[config.mk]
export PLATFORM = sky130hd
export DESIGN_NAME = serial_sub_unit
export DESIGN_NICKNAME = d
export VERILOG_FILES = /design/src/rtl/serial_sub_pkg.sv /design/src/rtl/full_sub.sv /design/src/rtl/serial_sub_unit.sv
export SDC_FILE = /design/constraint.sdc
export NUM_CORES = 1
export LEC_CHECK = 0
export BUFFER_PORTS_ARGS = -buffer_cell sky130_fd_sc_hd__buf_4
export CAP_MARGIN = 20
export CELL_PAD_IN_SITES_DETAIL_PLACEMENT = 0
export CELL_PAD_IN_SITES_GLOBAL_PLACEMENT = 2
export CORE_MARGIN = 2
export CORE_UTILIZATION = 38
export CTS_CLUSTER_DIAMETER = 80
export DETAILED_ROUTE_END_ITERATION = 6
export PLACE_DENSITY_LB_ADDON = 0.1
export SYNTH_ARGS = -nofsm -noshare
export SYNTH_HDL_FRONTEND = slang
export SYNTH_SLANG_ARGS = --single-unit
[constraint.sdc]
create_clock -name clk -period 4 [get_ports clk]
set_clock_uncertainty 0.2 [all_clocks]
set_input_delay 0.6 -clock clk [delete_from_list [all_inputs] [get_ports clk]]
set_output_delay 0.6 -clock clk [all_outputs]
set_load 0.005 [all_outputs]
[src/rtl/serial_sub_pkg.sv]
// Shared definitions for the bit-serial subtract/complement engine.
// Build option: SERIAL_SUB_OVF_EN compiles in signed-overflow tracking.
package serial_sub_pkg;

    localparam int unsigned SS_MIN_WIDTH = 2;
    localparam int unsigned SS_MAX_WIDTH = 32;

    // Operation select, latched together with start
    typedef enum logic [1:0] {
        MODE_SUB  = 2'b00,  // a - b
        MODE_ONES = 2'b01,  // ~a
        MODE_TWOS = 2'b10,  // -a
        MODE_RSUB = 2'b11   // b - a
    } mode_t;

    // Sequencer states
    typedef enum logic [1:0] {
        ST_IDLE = 2'b00,
        ST_RUN  = 2'b01,
        ST_DONE = 2'b10
    } state_t;

endpackage

[src/rtl/full_sub.sv]
// One-bit full subtractor cell: d = x - y - bin, with borrow-out.
module full_sub (
    input  logic x,
    input  logic y,
    input  logic bin,
    output logic d,
    output logic bout
);

    // Difference and borrow of a single bit position
    always_comb begin
        d    = x ^ y ^ bin;
        bout = (~x & y) | (~(x ^ y) & bin);
    end

endmodule

[src/rtl/serial_sub_unit.sv]
// Bit-serial subtract/complement engine: A-B, B-A, ~A or -A computed LSB
// first over WIDTH cycles through a single full_sub cell.
// Build option: SERIAL_SUB_OVF_EN adds signed-overflow tracking; when it is
// not defined the overflow port is tied low.
module serial_sub_unit
    import serial_sub_pkg::*;
#(
    parameter int unsigned WIDTH = 8
) (
    input  logic             clk,
    input  logic             reset,
    input  logic             start,
    input  logic [1:0]       mode,
    input  logic [WIDTH-1:0] a,
    input  logic [WIDTH-1:0] b,
    output logic             busy,
    output logic             done,
    output logic [WIDTH-1:0] result,
    output logic             borrow,
    output logic             overflow
);

    localparam int unsigned CW = (WIDTH > 1) ? $clog2(WIDTH) : 1;
    localparam logic [CW-1:0] LAST = CW'(WIDTH - 1);

    state_t           state;
    logic [WIDTH-1:0] xs;
    logic [WIDTH-1:0] ys;
    logic [WIDTH-1:0] rs;
    logic [CW-1:0]    cnt;
    logic             bin;
    logic             cell_d;
    logic             cell_bout;
    logic [WIDTH-1:0] ld_x;
    logic [WIDTH-1:0] ld_y;

`ifdef SERIAL_SUB_OVF_EN
    logic             ovf_pend;
`endif

    full_sub u_cell (
        .x    (xs[0]),
        .y    (ys[0]),
        .bin  (bin),
        .d    (cell_d),
        .bout (cell_bout)
    );

    // Map the requested operation onto the minuend/subtrahend pair
    always_comb begin
        ld_x = a;
        ld_y = b;
        case (mode_t'(mode))
            MODE_SUB:  begin ld_x = a;  ld_y = b; end
            MODE_ONES: begin ld_x = '1; ld_y = a; end
            MODE_TWOS: begin ld_x = '0; ld_y = a; end
            MODE_RSUB: begin ld_x = b;  ld_y = a; end
            default:   begin ld_x = a;  ld_y = b; end
        endcase
    end

`ifndef SERIAL_SUB_OVF_EN
    assign overflow = 1'b0;
`endif

    // Sequencer, datapath shift registers and registered outputs
    always_ff @(posedge clk or posedge reset) begin
        if (reset) begin
            state  <= ST_IDLE;
            busy   <= 1'b0;
            done   <= 1'b0;
            result <= '0;
            borrow <= 1'b0;
            xs     <= '0;
            ys     <= '0;
            rs     <= '0;
            cnt    <= '0;
            bin    <= 1'b0;
`ifdef SERIAL_SUB_OVF_EN
            overflow <= 1'b0;
            ovf_pend <= 1'b0;
`endif
        end else begin
            done <= 1'b0;
            case (state)
                ST_IDLE: begin
                    if (start) begin
                        xs    <= ld_x;
                        ys    <= ld_y;
                        cnt   <= '0;
                        bin   <= 1'b0;
                        busy  <= 1'b1;
                        state <= ST_RUN;
                    end
                end
                ST_RUN: begin
                    xs  <= {1'b0, xs[WIDTH-1:1]};
                    ys  <= {1'b0, ys[WIDTH-1:1]};
                    rs  <= {cell_d, rs[WIDTH-1:1]};
                    bin <= cell_bout;
                    cnt <= cnt + 1'b1;
                    if (cnt == LAST) begin
                        state <= ST_DONE;
`ifdef SERIAL_SUB_OVF_EN
                        // MSB is in the cell this cycle: capture its sign relation
                        ovf_pend <= (xs[0] != ys[0]) && (cell_d != xs[0]);
`endif
                    end
                end
                ST_DONE: begin
                    // Outputs publish only here, so partial results never show
                    result <= rs;
                    borrow <= bin;
                    done   <= 1'b1;
`ifdef SERIAL_SUB_OVF_EN
                    overflow <= ovf_pend;
`endif
                    if (start) begin
                        xs    <= ld_x;
                        ys    <= ld_y;
                        cnt   <= '0;
                        bin   <= 1'b0;
                        busy  <= 1'b1;
                        state <= ST_RUN;
                    end else begin
                        busy  <= 1'b0;
                        state <= ST_IDLE;
                    end
                end
                default: begin
                    busy  <= 1'b0;
                    state <= ST_IDLE;
                end
            endcase
        end
    end

endmodule

==> results.py, run 1 <==
metrics = {
    "clocking": {
        "cts_setup_buffers": 0,
        "cts_tree": "built",
        "numCtsBuffers": 5,
        "cts.sinks": 41,
        "cts-hold-fix-buffers": 0,
        "ctsResizeCount": 0,
        "clock_path_buffers": 2,
        "cts.clk_slew.worst_paths_ps": 80,
        "cts_root_buffer": "clkbuf_8",
        "htreeDepth": 2,
        "insertion_delay_ps": 290,
    },
    "yosys": {
        "ys_ff_latch": 41,
        "ys_types": 30,
        "yosysTopAreaCellShare": 0.527,
        "synthesis.area_um2": 1950,
        "syn-mean-instance-area_um2": 11.0,
        "yosys.area.top_type": "dfrtp_1",
        "yosysSeqAreaShare": 0.527,
        "yosysWarnings": 0,
        "synth_mux_area_frac": 0.0931,
        "syn-num-nets": 201,
        "synth_compound_area_frac": 0.107,
        "synth_top_family_by_area": "simple AND/OR/NAND/NOR gates",
        "netlist_top_cells_area": "dfrtp_1 53%, nand2_1 5.6%, mux2_2 5.2%",
        "synth_fa_ha_area_frac": 0.0231,
        "yosys.area_share.simple": 0.180,
        "synthCells": 177,
        "synth-xor-area-share": 0,
    },
    "timing": {
        "finalHoldViolations": 0,
        "fin_hold_ws_ps": 242,
        "finalCritPeriodShare": 0.485,
        "setup_viol": 0,
        "fin_tns_setup_ps": 0,
        "period_minus_slack_ps": 1940,
        "maxSlewViolCount": 0,
        "worst_pin_slew_ps": 1000,
        "rsz0062_at_grt": "no",
        "slew_headroom": 0.330,
        "clock.fmax_mhz": 516,
    },
    "drt": {
        "wire_per_inst_um": 14.6,
        "drt_pass1_iterations": 4,
        "drt-vias-per-instance": 4.99,
        "drc_errors": 0,
        "drt-initial-drc-count": 49,
        "wl_mm": 4.02,
        "ant_nets": 0,
        "vias": 1372,
    },
    "worst_setup_path": {
        "regToRegSetupSlack_ps": 2060,
        "crit_path_start_kind": "flop",
        "reg2reg_depth": 4,
        "crit_path_end_kind": "flop",
        "crit_path_max_incr_delay_ps": 530,
        "cp_top_family": "simple AND/OR/NAND/NOR gates",
        "rr_endpoint": "cnt[2]$_DFFE_PP0P_",
        "required_ps": 3990,
        "crit_chain": "nor2b_1 -> buf_4 -> nor2_1 -> a22o_1",
        "crit_arrival_ps": 1930,
        "cp_max_fo": 20,
        "cpMaxStageDelayCell": "nor2b_1",
        "path_buf_inv": 1,
        "setup.worst_path.class": "flop to flop",
        "reg2reg_from": "state[0]$_DFFE_PP0P_",
    },
    "power": {
        "p_leak_nw": 1.06,
        "power_density_nw_per_um2": 712,
        "peakVddDrop_uv": 244,
    },
    "final_layout": {
        "fin_nets": 228,
        "areaGrowthSynthToFinish_pct": 17.1,
        "layout_common_cells": "41 x dfrtp_1, 33 x buf_4, 29 x nand2_1",
        "final_common_cell": "dfrtp_1",
        "diodes": 0,
        "drive_above_1_share": 0.263,
    },
    "floorplanning": {
        "io-pin-count": 33,
        "die_area_um2": 5720,
        "std_cell_rows": 26,
        "coreArea_um2": 5040,
        "die_w_um": 75.6,
        "start_util": 0.386,
        "die-height_um": 75.6,
    },
    "grt": {
        "grt_use_total": 0.158,
        "gr-total-overflow": 0,
        "grt_pass1_vias": 1399,
        "antenna_found_initial": 0,
        "grt_max_degree": 42,
        "grt_pass1_wl_mm": 6.62,
    },
    "place": {
        "dp_hpwl_mm": 2.70,
        "gp_congestion": 0.694,
        "port_buffers": 31,
    },
    "worst_hold_path": {
        "hold_path.class": "input port to asynchronous set/reset pin",
    },
    "status": {
        "status": "finished, final reports clean",
    },
    "job": {
        "drv_cap": 0,
    },
}
sequential cells by signal (all words and copies together) (netlist names):
signal / cells
rs: 8
bin: 1
done: 1
cnt: 3
state: 2
ys: 8
borrow: 1
busy: 1
result: 8
xs: 8
worst reg2reg max path, stage by stage, from the launching register on:
cell,delay (ps)
dfrtp_1,380
nor2b_1,530
buf_4,360
nor2_1,160
a22o_1,200
cells in the mapped netlist:
| library cell | number |
|---|---|
| a211oi_1 | 4 |
| a211oi_2 | 3 |
| a22o_1 | 3 |
| a22oi_1 | 1 |
| and2_1 | 1 |
| and2b_4 | 1 |
| buf_2 | 5 |
| buf_4 | 2 |
| buf_6 | 4 |
| buf_8 | 1 |
| clkbuf_8 | 1 |
| conb_1 | 1 |
| dfrtp_1 | 41 |
| fa_1 | 1 |
| ha_1 | 2 |
| inv_1 | 5 |
| mux2_2 | 9 |
| mux2i_1 | 8 |
| nand2_1 | 29 |
| nand2b_1 | 4 |
| nand3_1 | 13 |
| nor2_1 | 8 |
| nor2_8 | 1 |
| nor2b_1 | 8 |
| nor3_1 | 7 |
| o21ai_0 | 1 |
| o21ai_1 | 3 |
| o221ai_1 | 7 |
| o2bb2ai_1 | 2 |
| o311ai_1 | 1 |
where the power goes:
group	internal, mW	leakage, nW	switching (mW)	total [mW]
clock network	0.187	0.0554	0.144	0.332
registers	0.602	0.501	0.109	0.711
logic	0.277	0.502	0.304	0.581
metrics by stage:
step	std cells	cell area [um^2]	setup WS, ps	utilization	power, mW
global placement	267	2170	2060	0.430	1.29
detailed placement	267	2170	2040	0.430	1.31
global route	275	2280	1900	0.452	1.76
finish	275	2280	2060	0.452	1.62
floorplan	177	1950	2250	-	1.15
CTS	275	2280	2030	0.452	1.65
worst max path at each step:
| stage | start | end | depth (start not counted) |
|---|---|---|---|
| after floorplan | reset | bin$_DFFE_PP0P_ | 1 |
| after global placement | state[0]$_DFFE_PP0P_ | cnt[1]$_DFFE_PP0P_ | 4 |
| after detailed placement | state[0]$_DFFE_PP0P_ | cnt[1]$_DFFE_PP0P_ | 4 |
| after CTS | state[0]$_DFFE_PP0P_ | cnt[2]$_DFFE_PP0P_ | 4 |
| after global routing | state[0]$_DFFE_PP0P_ | cnt[1]$_DFFE_PP0P_ | 4 |
| final | state[0]$_DFFE_PP0P_ | cnt[2]$_DFFE_PP0P_ | 4 |
cell type report:
type | instances | area (um^2)
clock buffers | 6 | 72.6
clock inverters | 2 | 38.8
fillers | 489 | 2760
inverters | 5 | 18.8
multi-input cells | 118 | 790
flip-flops and latches | 41 | 1030
well taps | 70 | 87.6
repair buffers | 33 | 248
routing by layer:
| metal | GRT usage | up-vias | wire (um) |
|---|---|---|---|
| li1 | - | 667 | - |
| met1 | 0.193 | 672 | 1760 |
| met2 | 0.274 | 27 | 2080 |
| met3 | 0.0397 | 6 | 131 |
| met4 | 0.0526 | 0 | 52 |
| met5 | 0 | - | 0 |
cells by family (layout without fill, tap and decap cells):
logic type	after synthesis	count (layout)
compound gates	25	25
mux	17	17
fa+ha+maj	3	3
flops	41	41
simple gates	72	72
other cells	1	1
buf+inv	18	46
Note: power is estimated with default switching activity, not from simulation.
==> run 2, diff against run 1 <==
--- a/config.mk
+++ b/config.mk
@@ -10,7 +10,7 @@
 export CELL_PAD_IN_SITES_DETAIL_PLACEMENT = 0
 export CELL_PAD_IN_SITES_GLOBAL_PLACEMENT = 2
 export CORE_MARGIN = 2
-export CORE_UTILIZATION = 38
+export CORE_UTILIZATION = 36
 export CTS_CLUSTER_DIAMETER = 80
 export DETAILED_ROUTE_END_ITERATION = 6
 export PLACE_DENSITY_LB_ADDON = 0.1
==> constraint.sdc (replaced) <==
create_clock -name clk -period 1.8 [get_ports clk]
set_clock_uncertainty 0.2 [all_clocks]
set_input_delay 0.27 -clock clk [delete_from_list [all_inputs] [get_ports clk]]
set_output_delay 0.27 -clock clk [all_outputs]
set_load 0.005 [all_outputs]
==> run 2 against run 1 <==
Flip-flop and latch count is the same. Power grew 120%. Routed wire length is 1.7% higher. Clock power increased by 76%. Register-to-register slack got worse by 1800 ps. Count of clock-buffer cells in the layout down 1. Die area rose by 5.3%. Via count up 4.2%. Sequential power rose by 120%. Non-clock buffer count grew 4. Worst setup slack lost 1800 ps. Global-route usage shrank 0.93 points. Largest power group unchanged.
==> results.py, run 2 (same netlist as run 1, synthesis figures left out) <==
metrics = {
    "worst_setup_path": {
        "critPathLaunch": "state[0]$_DFFE_PP0P_",
        "crit_end": "cnt[1]$_DFFE_PP0P_",
        "regToRegSetupSlack_ps": 270,
        "cp_max_fo": 23,
        "rr_endpoint": "cnt[1]$_DFFE_PP0P_",
        "cp.depth": 3,
        "crit_arrival_ps": 1510,
        "crit_path_max_incr_delay_ps": 440,
        "crit_chain": "and2b_4 -> nor2_1 -> a22o_1",
        "cp_top_family": "simple AND/OR/NAND/NOR gates",
        "cpMaxStageDelayCell": "and2b_4",
        "reg2reg_from": "state[0]$_DFFE_PP0P_",
        "crit_path_end_kind": "flop",
        "path_buf_inv": 0,
        "setup.worst_path.class": "flop to flop",
        "required_ps": 1780,
        "reg2reg_depth": 3,
        "crit_path_start_kind": "flop",
    },
    "final_layout": {
        "fill_cells": 496,
        "areaGrowthSynthToFinish_pct": 18.1,
        "final_cell_area_um2": 2300,
        "final_common_cell": "dfrtp_1",
        "fin_nets": 232,
        "drive_above_1_share": 0.278,
        "layout_common_cells": "41 x dfrtp_1, 35 x buf_4, 29 x nand2_1",
        "final_cells": 279,
        "diodes": 0,
    },
    "timing": {
        "fin_tns_setup_ps": 0,
        "finalCritPeriodShare": 0.850,
        "finalHoldViolations": 0,
        "rsz0062_at_grt": "no",
        "worst_pin_slew_ps": 507,
        "slew_headroom": 0.662,
        "period_minus_slack_ps": 1530,
        "fin_hold_ws_ps": 67.6,
        "clock.fmax_mhz": 653,
        "setup_viol": 0,
        "maxSlewViolCount": 0,
    },
    "drt": {
        "wire_per_inst_um": 14.6,
        "wl_met3_um": 188,
        "ant_nets": 0,
        "wl_met1_mm": 1.84,
        "wl_mm": 4.09,
        "route.met2.wl_mm": 1.98,
        "vias": 1429,
        "top_layer": "met4",
        "drt-initial-drc-count": 85,
        "drt_pass1_iterations": 4,
        "drt-vias-per-instance": 5.12,
        "drc_errors": 0,
    },
    "place": {
        "gp_congestion": 0.707,
        "dp_hpwl_mm": 2.73,
        "placed_cells": 270,
        "place_area_um2": 2200,
        "port_buffers": 31,
    },
    "status": {
        "status": "finished, final reports clean",
    },
    "grt": {
        "grt_max_degree": 42,
        "grt_use_total": 0.149,
        "antenna_found_initial": 0,
        "grt_pass1_vias": 1437,
        "gr-total-overflow": 0,
        "grt_pass1_wl_mm": 6.95,
    },
    "power": {
        "p_leak_nw": 1.07,
        "peakVddDrop_uv": 722,
        "power_density_nw_per_um2": 1540,
    },
    "clocking": {
        "cts_setup_buffers": 0,
        "insertion_delay_ps": 290,
        "ctsResizeCount": 0,
        "cts_root_buffer": "clkbuf_8",
        "cts.sinks": 41,
        "clock_path_buffers": 2,
        "cts_tree": "built",
        "cts-hold-fix-buffers": 1,
        "cts.clk_slew.worst_paths_ps": 80,
        "htreeDepth": 2,
        "numCtsBuffers": 5,
    },
    "floorplanning": {
        "die_w_um": 77.6,
        "std_cell_rows": 26,
        "coreArea_um2": 5170,
        "die_area_um2": 6020,
        "io-pin-count": 33,
        "start_util": 0.377,
        "die-height_um": 77.6,
    },
    "job": {
        "drv_cap": 0,
    },
    "worst_hold_path": {
        "hold_path.class": "input port to flop",
    },
}
[run 2: area by class of cell]
| type | count | area (um^2) | area share |
|---|---|---|---|
| Clock buffer | 5 | 68.8 | 0.0299 |
| Clock inverter | 3 | 17.5 | 0.00761 |
| Inverter | 5 | 18.8 | 0.00816 |
| Multi-Input combinational cell | 118 | 790 | 0.343 |
| Sequential cell | 41 | 1030 | 0.446 |
| Tap cell | 70 | 87.6 | 0.0381 |
| Timing Repair Buffer | 37 | 293 | 0.127 |
[run 2: power by group]
group          internal [mW]  switching (mW)
clock network          0.267           0.317
logic                  0.686           0.704
registers               1.34           0.239
total                   2.29            1.26
[run 2: per-layer routing]
layer / up-vias / GRT usage
met5: - / 0
li1: 676 / -
met3: 9 / 0.0395
met2: 37 / 0.240
met4: 0 / 0.0536
met1: 707 / 0.194
[run 2: how the worst min path moves through the flow]
stage                         to  cells past startpoint  slack, ps              start
3_5_place_dp    busy$_DFFE_PP0P_                      3        240              reset
5_1_grt        xs[1]$_DFFE_PP0P_                      3         70               b[1]
2_1_floorplan  rs[0]$_DFFE_PP0P_                      2        240  rs[0]$_DFFE_PP0P_
3_3_place_gp      done$_DFF_PP0_                      3        230              reset
4_1_cts        xs[6]$_DFFE_PP0P_                      3         60               b[6]
6_report       xs[6]$_DFFE_PP0P_                      3         70               b[6]
[run 2: worst register-to-register path: cells and delay by family, from the launching register on]
kind / cells / cell delay, ps
flops: 1 / 400
compound gates: 1 / 210
simple gates: 2 / 610
[run 2: stage by stage]
step / power, mW / worst slack, ps / utilization
final: 3.55 / 269 / 0.445
after global routing: 3.87 / 163 / 0.445
after CTS: 3.61 / 263 / 0.445
after detailed placement: 3.01 / 277 / 0.426
after global placement: 2.97 / 306 / 0.426
after floorplan: 2.56 / 384 / -
==> run 3, diff against run 2 <==
--- a/config.mk
+++ b/config.mk
@@ -13,6 +13,7 @@
 export CORE_UTILIZATION = 36
 export CTS_CLUSTER_DIAMETER = 80
 export DETAILED_ROUTE_END_ITERATION = 6
+export HOLD_SLACK_MARGIN = 0.15
 export PLACE_DENSITY_LB_ADDON = 0.1
 export SYNTH_ARGS = -nofsm -noshare
 export SYNTH_HDL_FRONTEND = slang
==> run 3 against run 2 <==
Clock power about the same. Non-clock buffer count increased by 14. Flip-flop and latch count unchanged. Fmax down 11%. Highest routed layer unchanged. Sequential power hardly changed. Critical path type is now input port to flop. Power up 0.62%. Cell count rose by 5.0%. Hold slack better by 100 ps. Die area unchanged. Via count increased by 3.4%. Core utilization up 2.7 points. Critical path depth grew 2.
==> results.py, run 3 (same netlist as run 1, synthesis figures left out) <==
metrics = {
    "floorplanning": {
        "coreArea_um2": 5170,
        "die-height_um": 77.6,
        "start_util": 0.377,
        "die_w_um": 77.6,
        "die_area_um2": 6020,
        "std_cell_rows": 26,
        "io-pin-count": 33,
    },
    "power": {
        "p_int_mw": 2.31,
        "p_leak_nw": 1.13,
        "comb_power_share": 0.396,
        "swShare": 0.353,
        "peakVddDrop_uv": 722,
        "p_clk_frac": 0.163,
        "p_sw_mw": 1.26,
        "p_total_mw": 3.57,
        "sequentialPowerShare": 0.441,
        "power_density_nw_per_um2": 1460,
    },
    "final_layout": {
        "final_common_cell": "dfrtp_1",
        "layout_common_cells": "41 x dfrtp_1, 35 x buf_4, 29 x nand2_1",
        "drive_above_1_share": 0.260,
        "areaGrowthSynthToFinish_pct": 25.3,
        "final_cell_area_um2": 2440,
        "fin_nets": 246,
        "diodes": 0,
        "final_cells": 293,
    },
    "worst_setup_path": {
        "critPathLaunch": "b[7]",
        "reg2reg_from": "state[0]$_DFFE_PP0P_",
        "reg2reg_depth": 3,
        "regToRegSetupSlack_ps": 270,
        "crit_arrival_ps": 1680,
        "setup.worst_path.class": "input port to flop",
        "required_ps": 1770,
        "cp_max_fo": 2,
        "rr_endpoint": "cnt[1]$_DFFE_PP0P_",
        "crit_path_end_kind": "flop",
        "crit_path_start_kind": "input port",
    },
    "grt": {
        "grt_use_total": 0.150,
        "grt_max_degree": 42,
        "gr-total-overflow": 0,
        "grt_pass1_wl_mm": 7.00,
        "grt_pass1_vias": 1463,
        "antenna_found_initial": 0,
    },
    "drt": {
        "wire_per_inst_um": 14.1,
        "drt-initial-drc-count": 86,
        "drc_errors": 0,
        "drt-vias-per-instance": 5.04,
        "ant_nets": 0,
        "vias": 1478,
        "wl_mm": 4.14,
        "drt_pass1_iterations": 4,
    },
    "clocking": {
        "cts.sinks": 41,
        "insertion_delay_ps": 290,
        "cts.clk_slew.worst_paths_ps": 80,
        "cts_tree": "built",
        "cts_root_buffer": "clkbuf_8",
        "htreeDepth": 2,
        "numCtsBuffers": 5,
        "ctsResizeCount": 0,
        "clock_path_buffers": 2,
    },
    "place": {
        "dp_hpwl_mm": 2.73,
        "pre_cts_slack_ps": 277,
        "place_area_um2": 2200,
        "port_buffers": 31,
        "gp_congestion": 0.707,
        "placed_cells": 270,
    },
    "timing": {
        "rsz0062_at_grt": "no",
        "clock.fmax_mhz": 583,
        "period_minus_slack_ps": 1710,
        "maxSlewViolCount": 0,
        "setup_ws_ps": 86.1,
        "finalCritPeriodShare": 0.952,
        "setup_viol": 0,
        "worst_pin_slew_ps": 505,
        "fin_tns_setup_ps": 0,
        "finalHoldViolations": 0,
        "slew_headroom": 0.663,
    },
    "worst_hold_path": {
        "holdPathStages": 3,
        "whs_endpoint": "ys[0]$_DFFE_PP0P_",
        "hp-start": "a[0]",
        "hold_path.class": "input port to flop",
    },
    "job": {
        "drv_cap": 0,
    },
    "status": {
        "status": "finished, final reports clean",
    },
}
## run 3: cell types whose count changed in the layout (fill, tap and decap cells not counted), sizes merged
cell / change
dlygate4sd3: +14
## run 3: per-layer routing
| metal | wire [um] | vias to the layer above | track usage |
|---|---|---|---|
| met3 | 193 | 9 | 0.0384 |
| met4 | 71 | 0 | 0.0536 |
| met1 | 1890 | 730 | 0.195 |
| met2 | 1990 | 34 | 0.243 |
| li1 | - | 705 | - |
| met5 | 0 | - | 0 |
## run 3: metrics by stage
stage	util	hold WS (ps)
after floorplan	-	242
after global placement	0.426	234
after detailed placement	0.426	242
after CTS	0.472	164
after global routing	0.472	183
final	0.472	167
## run 3: how the worst max path moves through the flow
stage,endpoint,slack [ps],depth (start not counted)
CTS,ys[7]$_DFFE_PP0P_,110,5
finish,ys[7]$_DFFE_PP0P_,90,5
global placement,cnt[1]$_DFFE_PP0P_,310,3
global route,ys[7]$_DFFE_PP0P_,50,5
floorplan,bin$_DFFE_PP0P_,380,1
detailed placement,cnt[1]$_DFFE_PP0P_,280,3
## run 3: cell type report
class / count / area (um^2)
clock buffer: 5 / 68.8
clock inverter: 3 / 17.5
fill: 486 / 2730
inverter: 5 / 18.8
multi-input combinational: 118 / 790
sequential: 41 / 1030
tap: 70 / 87.6
timing repair buffer: 51 / 433
## run 3: timing repair
action                                 CTS  global route
hold buffers                            15             0
endpoints found under the hold margin   54             0
buffers inserted                         0             0
## run 3: power by group through the flow
stage	logic, mW	clock network (mW)	registers (mW)
3_5_place_dp	1.42	0	1.60
2_1_floorplan	1.01	0	1.55
3_3_place_gp	1.38	0	1.58
5_1_grt	1.60	0.658	1.64
4_1_cts	1.44	0.609	1.58
6_report	1.41	0.583	1.58
## run 3: worst max-delay path, cell delays in order
cell,delay [ps]
dlygate4sd3_1,530
buf_4,130
mux2i_1,120
dlygate4sd3_1,560
o2bb2ai_1,70
